$ cat config.mk
export PLATFORM = sky130hd
export DESIGN_NAME = bus_xfer_seq
export DESIGN_NICKNAME = d
export VERILOG_FILES = /design/src/rtl/bus_xfer_seq.sv
export SDC_FILE = /design/constraint.sdc
export NUM_CORES = 1
export LEC_CHECK = 0
export ABC_CLOCK_PERIOD_IN_PS = 3580
export CORE_MARGIN = 4
export CORE_UTILIZATION = 50
export DETAILED_ROUTE_END_ITERATION = 12
export PLACE_DENSITY = 0.9
export SETUP_SLACK_MARGIN = 0.02
export SYNTH_ARGS = -nofsm -noshare
export SYNTH_HDL_FRONTEND = slang
export SYNTH_SLANG_ARGS = --single-unit
$ cat constraint.sdc
create_clock -name clk_i -period 3.58 [get_ports clk_i]
set_input_delay 0.716 -clock clk_i [delete_from_list [all_inputs] [get_ports clk_i]]
set_output_delay 0.716 -clock clk_i [all_outputs]
set_load 0.1 [all_outputs]
$ cat src/rtl/bus_xfer_seq.sv
// bus_xfer_seq
// ------------
// Register-transfer sequencer for the 8-bit datapath. It accepts one
// transfer command at a time and generates the per-register strobes that
// the general-purpose registers and the ALU consume.
//
// Command types:
//   MOV (op_i=0): the source register drives the bus and the destination
//                 register loads it.
//   ALU (op_i=1): src drives lhs, src2 drives rhs, the ALU drives its
//                 result onto the bus and the destination register loads it.
//
// Each command runs IDLE -> DRIVE -> LATCH -> RELEASE. The bus drive is up
// one cycle before load_bus and is held for the cycle load_bus is high,
// which gives the registers both setup and hold margin on the load edge.
//
// Optional feature (compile-time macro XFER_CONTENTION_CHECK_EN):
//   bus_en_fb_i is compared against the expected bus drivers in DRIVE and
//   LATCH. A mismatch in DRIVE aborts the command before load_bus rises; a
//   mismatch in LATCH lets the load finish but still flags err_o. Without
//   the macro bus_en_fb_i is ignored and err_o only reports bad indices.
//
// Ports:
//   clk_i          system clock, rising edge
//   reset_n_i      asynchronous active-low reset
//   start_i        command request, sampled only while ready_o=1
//   op_i           0 = MOV, 1 = ALU
//   src_i          source / ALU lhs register index
//   src2_i         ALU rhs register index (ignored for MOV)
//   dst_i          destination register index
//   bus_en_fb_i    OR-collected bus_en feedback from the registers
//   assert_bus_o   one-hot register bus-drive strobe
//   assert_lhs_o   one-hot lhs operand strobe
//   assert_rhs_o   one-hot rhs operand strobe
//   assert_alu_o   ALU drives its result onto the bus
//   load_bus_o     one-hot register load strobe
//   ready_o        sequencer can accept start_i this cycle
//   done_o         one-cycle completion pulse (success or error)
//   err_o          one-cycle error pulse, coincident with done_o

module bus_xfer_seq #(
    parameter int NREG = 4
) (
    input  logic            clk_i,
    input  logic            reset_n_i,
    input  logic            start_i,
    input  logic            op_i,
    input  logic [2:0]      src_i,
    input  logic [2:0]      src2_i,
    input  logic [2:0]      dst_i,
    input  logic [NREG-1:0] bus_en_fb_i,
    output logic [NREG-1:0] assert_bus_o,
    output logic [NREG-1:0] assert_lhs_o,
    output logic [NREG-1:0] assert_rhs_o,
    output logic            assert_alu_o,
    output logic [NREG-1:0] load_bus_o,
    output logic            ready_o,
    output logic            done_o,
    output logic            err_o
);

    typedef enum logic [1:0] {
        IDLE    = 2'd0,
        DRIVE   = 2'd1,
        LATCH   = 2'd2,
        RELEASE = 2'd3
    } state_e;

    state_e          state_q, state_d;
    logic            op_q, op_d;
    logic [2:0]      src_q, src_d;
    logic [2:0]      src2_q, src2_d;
    logic [2:0]      dst_q, dst_d;

    logic [NREG-1:0] bus_q, bus_d;
    logic [NREG-1:0] lhs_q, lhs_d;
    logic [NREG-1:0] rhs_q, rhs_d;
    logic            alu_q, alu_d;
    logic [NREG-1:0] load_q, load_d;
    logic            ready_q, ready_d;
    logic            done_q, done_d;
    logic            err_q, err_d;

    logic            cmdValid;
    logic            fbMismatch;

    // Out-of-range indices decode to all-zero, so a bad index can never
    // raise a strobe even if it slipped past the validity check.
    function automatic logic [NREG-1:0] oneHot(input logic [2:0] idx);
        logic [NREG-1:0] vec;
        vec = '0;
        for (int i = 0; i < NREG; i++) begin
            if (idx == i[2:0]) begin
                vec[i] = 1'b1;
            end
        end
        return vec;
    endfunction

    // src2 only matters for ALU commands.
    assign cmdValid = (int'(src_i) < NREG) && (int'(dst_i) < NREG) &&
                      (!op_i || (int'(src2_i) < NREG));

`ifdef XFER_CONTENTION_CHECK_EN
    // The registered bus strobe is already the expected driver set: the
    // source one-hot for MOV, all-zero for ALU (the ALU is not a register).
    assign fbMismatch = (bus_en_fb_i != bus_q);
`else
    logic unusedFb;
    assign unusedFb   = ^bus_en_fb_i;
    assign fbMismatch = 1'b0;
`endif

    // Next state, command capture, and the registered-output values. The
    // strobes are decoded from the next state so that they leave a flop
    // and are glitch-free at the register file.
    always_comb begin
        state_d = state_q;
        op_d    = op_q;
        src_d   = src_q;
        src2_d  = src2_q;
        dst_d   = dst_q;
        err_d   = 1'b0;

        case (state_q)
            IDLE, RELEASE: begin
                if (start_i) begin
                    op_d   = op_i;
                    src_d  = src_i;
                    src2_d = src2_i;
                    dst_d  = dst_i;
                    if (cmdValid) begin
                        state_d = DRIVE;
                    end else begin
                        state_d = RELEASE;
                        err_d   = 1'b1;
                    end
                end else begin
                    state_d = IDLE;
                end
            end
            DRIVE: begin
                if (fbMismatch) begin
                    state_d = RELEASE;
                    err_d   = 1'b1;
                end else begin
                    state_d = LATCH;
                end
            end
            LATCH: begin
                state_d = RELEASE;
                err_d   = fbMismatch;
            end
            default: state_d = IDLE;
        endcase

        bus_d   = '0;
        lhs_d   = '0;
        rhs_d   = '0;
        alu_d   = 1'b0;
        load_d  = '0;
        ready_d = (state_d == IDLE) || (state_d == RELEASE);
        done_d  = (state_d == RELEASE);

        if ((state_d == DRIVE) || (state_d == LATCH)) begin
            if (!op_d) begin
                bus_d = oneHot(src_d);
            end else begin
                lhs_d = oneHot(src_d);
                rhs_d = oneHot(src2_d);
                alu_d = 1'b1;
            end
        end
        if (state_d == LATCH) begin
            load_d = oneHot(dst_d);
        end
    end

    // State and output registers; reset clears load_bus without waiting
    // for a clock edge.
    always_ff @(posedge clk_i or negedge reset_n_i) begin
        if (!reset_n_i) begin
            state_q <= IDLE;
            op_q    <= 1'b0;
            src_q   <= '0;
            src2_q  <= '0;
            dst_q   <= '0;
            bus_q   <= '0;
            lhs_q   <= '0;
            rhs_q   <= '0;
            alu_q   <= 1'b0;
            load_q  <= '0;
            ready_q <= 1'b1;
            done_q  <= 1'b0;
            err_q   <= 1'b0;
        end else begin
            state_q <= state_d;
            op_q    <= op_d;
            src_q   <= src_d;
            src2_q  <= src2_d;
            dst_q   <= dst_d;
            bus_q   <= bus_d;
            lhs_q   <= lhs_d;
            rhs_q   <= rhs_d;
            alu_q   <= alu_d;
            load_q  <= load_d;
            ready_q <= ready_d;
            done_q  <= done_d;
            err_q   <= err_d;
        end
    end

    assign assert_bus_o = bus_q;
    assign assert_lhs_o = lhs_q;
    assign assert_rhs_o = rhs_q;
    assign assert_alu_o = alu_q;
    assign load_bus_o   = load_q;
    assign ready_o      = ready_q;
    assign done_o       = done_q;
    assign err_o        = err_q;

endmodule

# Yosys cells after proc, flatten, opt, wreduce, memory -nomap -nowiden
# Cells that the tools add are included.
# Widths: inputs -> output; s select.
[op_classes] order_cmp=3 addsub=0 n_mux=35 n_reduce_logical=13 mul=0 div_mod_pow=0 shift=0 bitwise=0 n_eq_ne=15
[ops] operator="$mux 4" count=7
[ops] operator="$eq 3x2->1 const B" count=6
[ops] operator="$mux 1" count=18
[ops] operator="$mux 3" count=6
[ops] operator="$eq 3x1->1 const B" count=3
[ops] operator="$logic_not 3->1" count=3
[ops] operator="$lt 3x3->1 const B" count=3
[ops] operator="$eq 2x2->1 const B" count=4
[ops] operator="$pmux 2 s3" count=1
[ops] operator="$eq 2x1->1 const B" count=2
[ops] operator="$logic_not 2->1" count=2
[ops] operator="$mux 2" count=2
[ops] operator="$reduce_or 2->1" count=2
[ops] operator="$logic_or 1x1->1" count=3
[ops] operator="$logic_and 1x1->1" count=2
[ops] operator="$pmux 1 s2" count=1
[ops] operator="$logic_not 1->1" count=1
[word_totals] mem_bits_ro=0 n_memories=0 latchBits=0 ff_bits=32 in_bits=17 wordCells=79 ram_bits=0

# Depth between registers and ports, before layout
# Gate-level depths: netlist (run 1).
[logic_depth] depth_word=9 depth_mapped=9 depth_no_buf=8

# Least setup slack after synthesis (run 1)
# OpenSTA, ideal clock, no wires.
[synth_timing] path_kind="input -> register" from="in src2_i[2]" to="reg bus_q[1], in the netlist assert_bus_o[1]" slack_ps=1522 path_stages=6 arrival_time_ps=1978 path_buffers=0 cell_sequence="a211o_1 > nand2_1 > nand2_1 > ha_1 > or3_4 > nor3_2"
[synth_via] elab_chain_cells=9 elab_cells_between_ends=10 cone_classes="1 x order compare; 2 x eq/ne; 4 x mux; 3 x reduce/logical"
[synth_lines] item="from (decl)" line="49" source="input logic [2:0] src2_i,"
[synth_lines] item="$lt 3x3->1 (*)" line="102" source="(!op_i || (int'(src2_i) < NREG));"
[synth_lines] item="$logic_or 1x1->1 (*)" line="102"
[synth_lines] item="$logic_and 1x1->1 (*)" line="101" source="assign cmdValid = (int'(src_i) < NREG) && (int'(dst_i) < NREG) &&"
[synth_lines] item="$mux 2 (*)" line="132" source="if (cmdValid) begin"
[synth_lines] item="$mux 2 (*)" line="127" source="if (start_i) begin"
[synth_lines] item="$pmux 2 s3 (*)" line="125" source="case (state_q)"
[synth_lines] item="net state_d[1]" line="69" source="state_e state_q, state_d;"
[synth_lines] item="$eq 2x1->1 / $eq 2x2->1 (equally long branches)" line="165" source="if ((state_d == DRIVE) || (state_d == LATCH)) begin"
[synth_lines] item="$logic_or 1x1->1 (*)" line="165"
[synth_lines] item="$mux 4 (*)" line="165"
[synth_lines] item="net bus_d[1]" line="75" source="logic [NREG-1:0] bus_q, bus_d;"
[synth_lines] item="to (signal assigned)" line="202" source="bus_q <= bus_d;"
[synth_lines] item="to (decl)" line="75"
# The timed path passes the listed nets; every way through them passes the cells marked *.

# Final worst setup path (run 1)
[layout_timing] from="reg ready_q, in the netlist ready_o" to="out ready_o"
[layout_lines] item="from (decl)" line="80" source="logic ready_q, ready_d;"
[layout_lines] item="from (signal assigned)" line="207" source="ready_q <= ready_d;"
[layout_lines] item="to (decl)" line="57" source="output logic ready_o,"
# No word-level cell between the ends.

==> results of run 1 <==
==> sequential cells by signal, summed over array words and instances, names as in the netlist <==
| name | cells |
|---|---|
| assert_bus_o | 4 |
| src2_q | 3 |
| ready_o | 1 |
| load_bus_o | 4 |
| assert_rhs_o | 4 |
| assert_alu_o | 1 |
| dst_q | 3 |
| assert_lhs_o | 4 |
| op_q | 1 |
| done_o | 1 |
| err_o | 1 |
| state_q | 2 |
| src_q | 3 |
==> cell families after synthesis <==
| family | after synthesis | share of synthesized area |
|---|---|---|
| flip-flops | 32 | 0.605 |
| multiplexers | 7 | 0.0689 |
| buffers and inverters | 11 | 0.0434 |
| AO/OA/AOI/OAI | 15 | 0.0784 |
| adder cells (fa/ha/maj) | 3 | 0.0283 |
| AND/OR/NAND/NOR | 34 | 0.176 |
==> path summary, 6_finish.rpt <==
path                            start         endpoint  slack [ns]  cells after the start
max in group asynchronous   reset_n_i          ready_o        2.49                      2
max                           ready_o          ready_o        0.89                      1
min                         src2_q[2]        src2_q[2]        0.53                      1
min reg2reg                 src2_q[2]        src2_q[2]        0.53                      1
min in group asynchronous   reset_n_i           done_o        0.78                      2
max reg2reg                state_q[1]  assert_rhs_o[0]        1.24                      7
==> metal layers <==
metal | global-route usage | part of all wire
met2 | 0.261 | 0.49
met3 | 0.0763 | 0.088
met4 | 0.0485 | 0.010
met5 | 0 | 0
met1 | 0.185 | 0.41
==> through the flow <==
step	setup slack, ns	hold slack, ns	cell area [µm²]
4_1_cts	0.873	0.524	1720
3_3_place_gp	0.752	0.494	1660
2_1_floorplan	1.52	0.420	1330
6_report	0.895	0.532	1720
5_1_grt	0.833	0.555	1720
3_5_place_dp	0.717	0.504	1660
==> layout by cell type, fill, tap and decap left out, types with 2 or more instances in the layout <==
master           netlist  layout
clkbuf_1               0       2
clkbuf_4               0       5
dfrtp_1               31      31
nand2_1                4       4
a211oi_1               2       2
a21oi_1                4       4
clkdlybuf4s50_1        0      32
inv_2                  2       2
and3b_1                2       2
nor3_1                 4       4
nand3b_1               2       2
inv_1                  6       6
nor2_1                 4       4
ha_1                   3       3
and3_1                 2       2
nor3_2                 4       4
or2_2                  2       2
nor3b_1                3       3
mux2_2                 4       4
==> cell type report <==
class | count | area [µm²]
inverters | 8 | 30.0
fillers | 179 | 778
multi-input cells | 59 | 465
repair buffers | 33 | 328
flip-flops and latches | 32 | 802
clock buffers | 8 | 58.8
well taps | 30 | 37.5
==> impl_metrics.toml, run 1 <==
[yosys]
ys.flop_type = "dfrtp_1"
yosys_warnings = 0
synthesis.area_um2 = 1330
async_reset_ff_frac = 1.00
yosys-top-cells-count = "dfrtp_1 (31), inv_1 (6)"
synth_cell_types = 38
yosys-top-cells-area = "dfrtp_1 (59%), mux2_2 (3.4%), nor3_2 (3.0%)"
ys_seq_elements = 32
yosysSeqAreaShare = 0.605
synth.largest_area_cell = "dfrtp_1"
netlist.area_leader.share = 0.585
synth.avg_cell_area_um2 = 13.0
syn_nets = 122
syn_inst = 102
yosysMostFrequentCell = "dfrtp_1"
synth-edff-count = 0

[drt]
wl_um = 2320
drtIter0Drc = 12
route.detailed.drc = 0
viasPerCell = 5.19
wl_per_cell_um = 13.7
ant_nets = 0
num_vias = 883
drt-pass1-iter-count = 4

[timing]
fin_setup_tns_ns = 0
slew_violations = 0
rsz0062_at_grt = "false"
post-route-min-period_ns = 2.69
relSlewSlack = 0.349
final-setup-viol-count = 0
hold_violations = 0
fin_crit_sh = 0.750
clock_skew_ns = 0.00504
fmax_mhz = 372
tightestPinTransition_ns = 0.973

[worst_setup_path]
cp-start-kind = "flop"
required_ns = 2.86
critical_path_class = "flop to output pin"
path_buf_inv = 1
worstPathCellList = "clkdlybuf4s50_1"
critPathArrivalTime_ns = 1.97
worst_path_max_delay_cell = "clkdlybuf4s50_1"
max_stage_delay_ns = 1.13
critPathCaptureType = "output pin"
cp_max_fo = 1
critical-path-top-delay-family = "buffers and inverters"

[clocking]
holdBufCountCts = 0
cts_resized = 0
cts_max_path_buffers = 2
cts_sinks = 32
path_clk_slew_ns = 0.08
cts-root-buf = "clkbuf_4"
cts_inserted_buffers = 5
post_cts.repair.setup_buffers = 0
worstSkewPairLatency_ns = 0.33
cts_tree = "done"
h-tree-depth = 2

[die]
die_w_um = 59.5
start_util = 0.530
die_area_um2 = 3540
die_h_um = 59.5
io_pins = 37
core_area_um2 = 2500
num_rows = 18

[global_route]
overflow = 0
grt_pass1_wl_um = 4060
grt_pass1_vias = 921
grt_max_degree = 33
antenna_found_initial = 0
grt_usage = 0.160

[finish]
fin_util = 0.689
syn_to_final_growth_pct = 29.9
drive_gt1_frac = 0.186
layout.cells.non_filler = 170
n_antenna_cell = 0
finalNetCount = 159

[place]
place.detailed.hpwl_um = 1730
port_buffers = 32
placed_cells = 162
globalplace.congestion = 0.785

[run]
cap_violations = 0

[run_status]
status = "finished clean"

[min_path]
min_path_type = "flop to flop"
Power of run 1 is left out: the tool's default activity adds up to more than one toggle a clock period on the data nets, which glitch-free logic cannot reach.
==> run 2, diff against run 1 <==
ABC_CLOCK_PERIOD_IN_PS = 2300   (was 3580)
CORE_UTILIZATION = 42   (was 50)
PLACE_DENSITY = 0.81   (was 0.9)
clock period = 2.3 ns   (was 3.58 ns; I/O delays follow)
==> run 2 against run 1 <==
  * Worst hold slack worse by 0.021 ns
  * Global-route usage down 1.5 points
  * Critical path depth up 7
  * Critical endpoint is now assert_rhs_o[1]
  * Largest cell class unchanged
  * Clock skew about the same
  * Critical path type is now primary input to flop
  * Count of clock-buffer cells in the layout down 2
==> impl_metrics.toml, run 2 (synthesis gave the netlist of run 1 again) <==
[timing]
post-route-min-period_ns = 2.11
fmax_mhz = 474
slew_violations = 0
tightestPinTransition_ns = 0.387
final-setup-viol-count = 0
hold_violations = 0
rsz0062_at_grt = "false"
whs_ns = 0.511
clock_skew_ns = 0.00454
fin_crit_sh = 0.918
relSlewSlack = 0.734

[place]
port_buffers = 32
place_area_um2 = 1710
place.detailed.hpwl_um = 1990
globalplace.congestion = 0.790
placed_cells = 186

[worst_setup_path]
cp-start-kind = "primary input"
crit_start = "src_i[2]"
r2r_end = "assert_rhs_o[1]"
cp_max_fo = 5
critPathArrivalTime_ns = 2.37
r2r_slack_ns = 0.28
required_ns = 2.55
critical_path_class = "primary input to flop"
crit_end = "assert_rhs_o[1]"
critPathCaptureType = "flop"
r2r_start = "state_q[1]"
reg2reg_depth = 7

[drt]
wl_um = 2690
viasPerCell = 4.80
drtIter0Drc = 26
num_vias = 931
drt-pass1-iter-count = 4
ant_nets = 0
wl_per_cell_um = 13.9
route.detailed.drc = 0

[clocking]
cts_max_path_buffers = 2
h-tree-depth = 2
holdBufCountCts = 0
post_cts.repair.setup_buffers = 0
cts-root-buf = "clkbuf_4"
worstSkewPairLatency_ns = 0.33
cts_resized = 0
cts_tree = "done"
path_clk_slew_ns = 0.10
cts_sinks = 32
cts_inserted_buffers = 5

[finish]
nFillCells = 247
finalNetCount = 169
final_cell_mix = "dfrtp_1 (31), buf_4 (31), clkdlybuf4s50_1 (12)"
layout.cells.non_filler = 194
final_area_um2 = 1780
fin_util = 0.588
n_antenna_cell = 0
syn_to_final_growth_pct = 34.5
drive_gt1_frac = 0.380

[global_route]
antenna_found_initial = 0
grt_max_degree = 33
grt_pass1_wl_um = 4520
grt_pass1_vias = 996
grt_usage = 0.145
overflow = 0

[die]
die_area_um2 = 4120
die_w_um = 64.2
start_util = 0.438
core_area_um2 = 3030
io_pins = 37
die_h_um = 64.2
num_rows = 20

[run]
cap_violations = 0

[min_path]
min_path_type = "primary input to asynchronous set/reset pin"

[run_status]
status = "finished clean"
-- run 2: changes by cell type in the layout (fill, tap and decap cells not counted), sizes merged --
cell and delta:
buf +30, clkdlybuf4s50 -20, clkbuf -2, bufinv +1
clkinv +1
-- run 2: metal layers --
| metal | track usage | vias to the layer above | wire [µm] |
|---|---|---|---|
| met1 | 0.148 | 451 | 1020 |
| li1 | - | 447 | - |
| met2 | 0.258 | 26 | 1440 |
| met4 | 0.0818 | 0 | 74 |
| met5 | 0 | - | 0 |
| met3 | 0.0475 | 7 | 157 |
-- run 2: cell type report --
cell class | instances | area [µm²] | area share
inverter | 8 | 30.0 | 0.0169
tap | 44 | 55.1 | 0.0309
sequential | 32 | 802 | 0.450
multi-input combinational | 59 | 465 | 0.261
clock inverter | 2 | 35.0 | 0.0197
timing repair buffer | 43 | 353 | 0.198
clock buffer | 6 | 41.3 | 0.0232
-- run 2: stage by stage --
step | setup WS (ns) | setup TNS, ns
3_3_place_gp | -0.0590 | -0.338
6_report | 0.189 | 0
3_5_place_dp | -0.145 | -0.795
2_1_floorplan | 0.288 | 0
5_1_grt | 0.0552 | 0
4_1_cts | 0.182 | 0
-- run 2: worst min path at each step --
stage	from	cells past startpoint	end	slack (ns)
global placement	src2_q[2]	1	src2_q[2]	0.49
CTS	src2_q[2]	1	src2_q[2]	0.52
detailed placement	src2_q[2]	1	src2_q[2]	0.50
finish	reset_n_i	2	dst_q[1]	0.51
global route	src2_q[2]	1	src2_q[2]	0.54
floorplan	reset_n_i	0	assert_alu_o	0.16
-- run 2: worst max-delay path, cell delays in order --
cell and delay, ns:
clkdlybuf4s50_1 0.45, a211o_1 0.29, nand2_1 0.07, nand2_1 0.08
ha_1 0.37, nor3b_1 0.32, nand3b_1 0.14, a21oi_1 0.17
Power of run 2 is left out for the same reason.
==> run 3, diff against run 2 <==
CORE_MARGIN = 1.5   (was 4)
GPL_TIMING_DRIVEN = 0   (was default)
SKIP_CTS_REPAIR_TIMING = 1   (was default)
==> run 3 against run 2 <==
  * Final area up 2.1%
  * Sequential share of layout area down 0.93 points
  * Cell count down 4.1%
  * Core utilization up 1.2 points
  * Global-route usage up 2.4 points
  * Routed wire length down 5.1%
==> impl_metrics.toml, run 3 (synthesis gave the netlist of run 1 again) <==
[clocking]
h-tree-depth = 2
cts_tree = "done"
cts_inserted_buffers = 5
worstSkewPairLatency_ns = 0.33
cts_max_path_buffers = 2
cts_sinks = 32
path_clk_slew_ns = 0.09
cts-root-buf = "clkbuf_4"

[worst_setup_path]
r2r_slack_ns = 0.10
r2r_start = "state_q[0]"
critPathArrivalTime_ns = 1.78
cp-start-kind = "flop"
critPathCaptureType = "output pin"
critical-path-top-delay-family = "buffers and inverters"
worstPathCellList = "clkdlybuf4s50_1"
reg2reg_depth = 8
crit_start = "assert_alu_o"
worst_path_max_delay_cell = "clkdlybuf4s50_1"
critical_path_class = "flop to output pin"
r2r_end = "assert_bus_o[0]"
cp_max_fo = 1
path_buf_inv = 1
max_stage_delay_ns = 1.12
required_ns = 1.84

[die]
die_w_um = 59.2
die_area_um2 = 3500
num_rows = 20
io_pins = 37
start_util = 0.438
core_area_um2 = 3030
die_h_um = 59.2

[place]
pre_cts_slack_ns = -0.186
place.detailed.hpwl_um = 1850
port_buffers = 32
placed_cells = 178
globalplace.congestion = 0.788

[global_route]
grt_max_degree = 33
overflow = 0
grt_pass1_wl_um = 4150
grt_pass1_vias = 922
grt_usage = 0.169
antenna_found_initial = 0

[drt]
wl_per_cell_um = 13.7
viasPerCell = 4.95
route.detailed.drc = 0
num_vias = 921
drt-pass1-iter-count = 4
ant_nets = 0
wl_um = 2560
drtIter0Drc = 11

[finish]
mostFrequentLayoutCell = "dfrtp_1"
n_antenna_cell = 0
final_cell_mix = "dfrtp_1 (31), dlymetal6s2s_1 (17), clkdlybuf4s50_1 (14)"
nFillCells = 225
drive_gt1_frac = 0.232
finalNetCount = 161
fin_util = 0.601
syn_to_final_growth_pct = 37.3
layout.cells.non_filler = 186

[timing]
tightestPinTransition_ns = 0.983
fin_crit_sh = 0.972
relSlewSlack = 0.344
final-setup-viol-count = 0
hold_violations = 0
fmax_mhz = 447
layout_setup_ws_ns = 0.0647
post-route-min-period_ns = 2.24
clock_skew_ns = 0.00541
slew_violations = 0
rsz0062_at_grt = "false"

[run]
cap_violations = 0

[run_status]
status = "finished clean"

[min_path]
min_path_type = "primary input to asynchronous set/reset pin"
[run 3: cell count changes in the layout (fill, tap and decap cells not counted), sizes merged]
cell           delta
buf              -28
clkinv            -1
dlymetal6s2s     +17
clkdlybuf4s50     +2
clkbuf            +3
bufinv            -1
[run 3: cell type report]
class,count,area (µm²),share of cell area
plain buffers,3,30.0,0.0165
clock buffers,8,58.8,0.0323
inverters,8,30.0,0.0165
multi-input cells,59,485,0.267
flip-flops and latches,32,802,0.441
well taps,44,55.1,0.0303
repair buffers,32,358,0.197
[run 3: how the worst max path moves through the flow]
stage | to | cells past startpoint | slack [ns]
finish | assert_alu_o | 1 | 0.06
CTS | ready_o | 1 | -0.14
detailed placement | assert_rhs_o[0] | 8 | -0.19
floorplan | assert_bus_o[1] | 7 | 0.29
global placement | assert_rhs_o[1] | 8 | -0.15
global route | assert_rhs_o[1] | 9 | 0.005
[run 3: per-layer routing]
layer  GRT usage  vias to the layer above  routed length, µm
met5           0                        -                  0
met4       0.117                        0                 89
met3      0.0633                       10                156
met2       0.287                       32               1350
met1       0.170                      447                962
li1            -                      432                  -
[run 3: through the flow]
stage | instance area, µm² | hold WS [ns] | setup TNS, ns
detailed placement | 1700 | 0.507 | -1.68
CTS | 1760 | 0.526 | -0.298
global placement | 1700 | 0.491 | -1.23
finish | 1820 | 0.161 | 0
floorplan | 1330 | 0.164 | 0
global route | 1820 | 0.197 | 0
Power of run 3 is left out for the same reason.
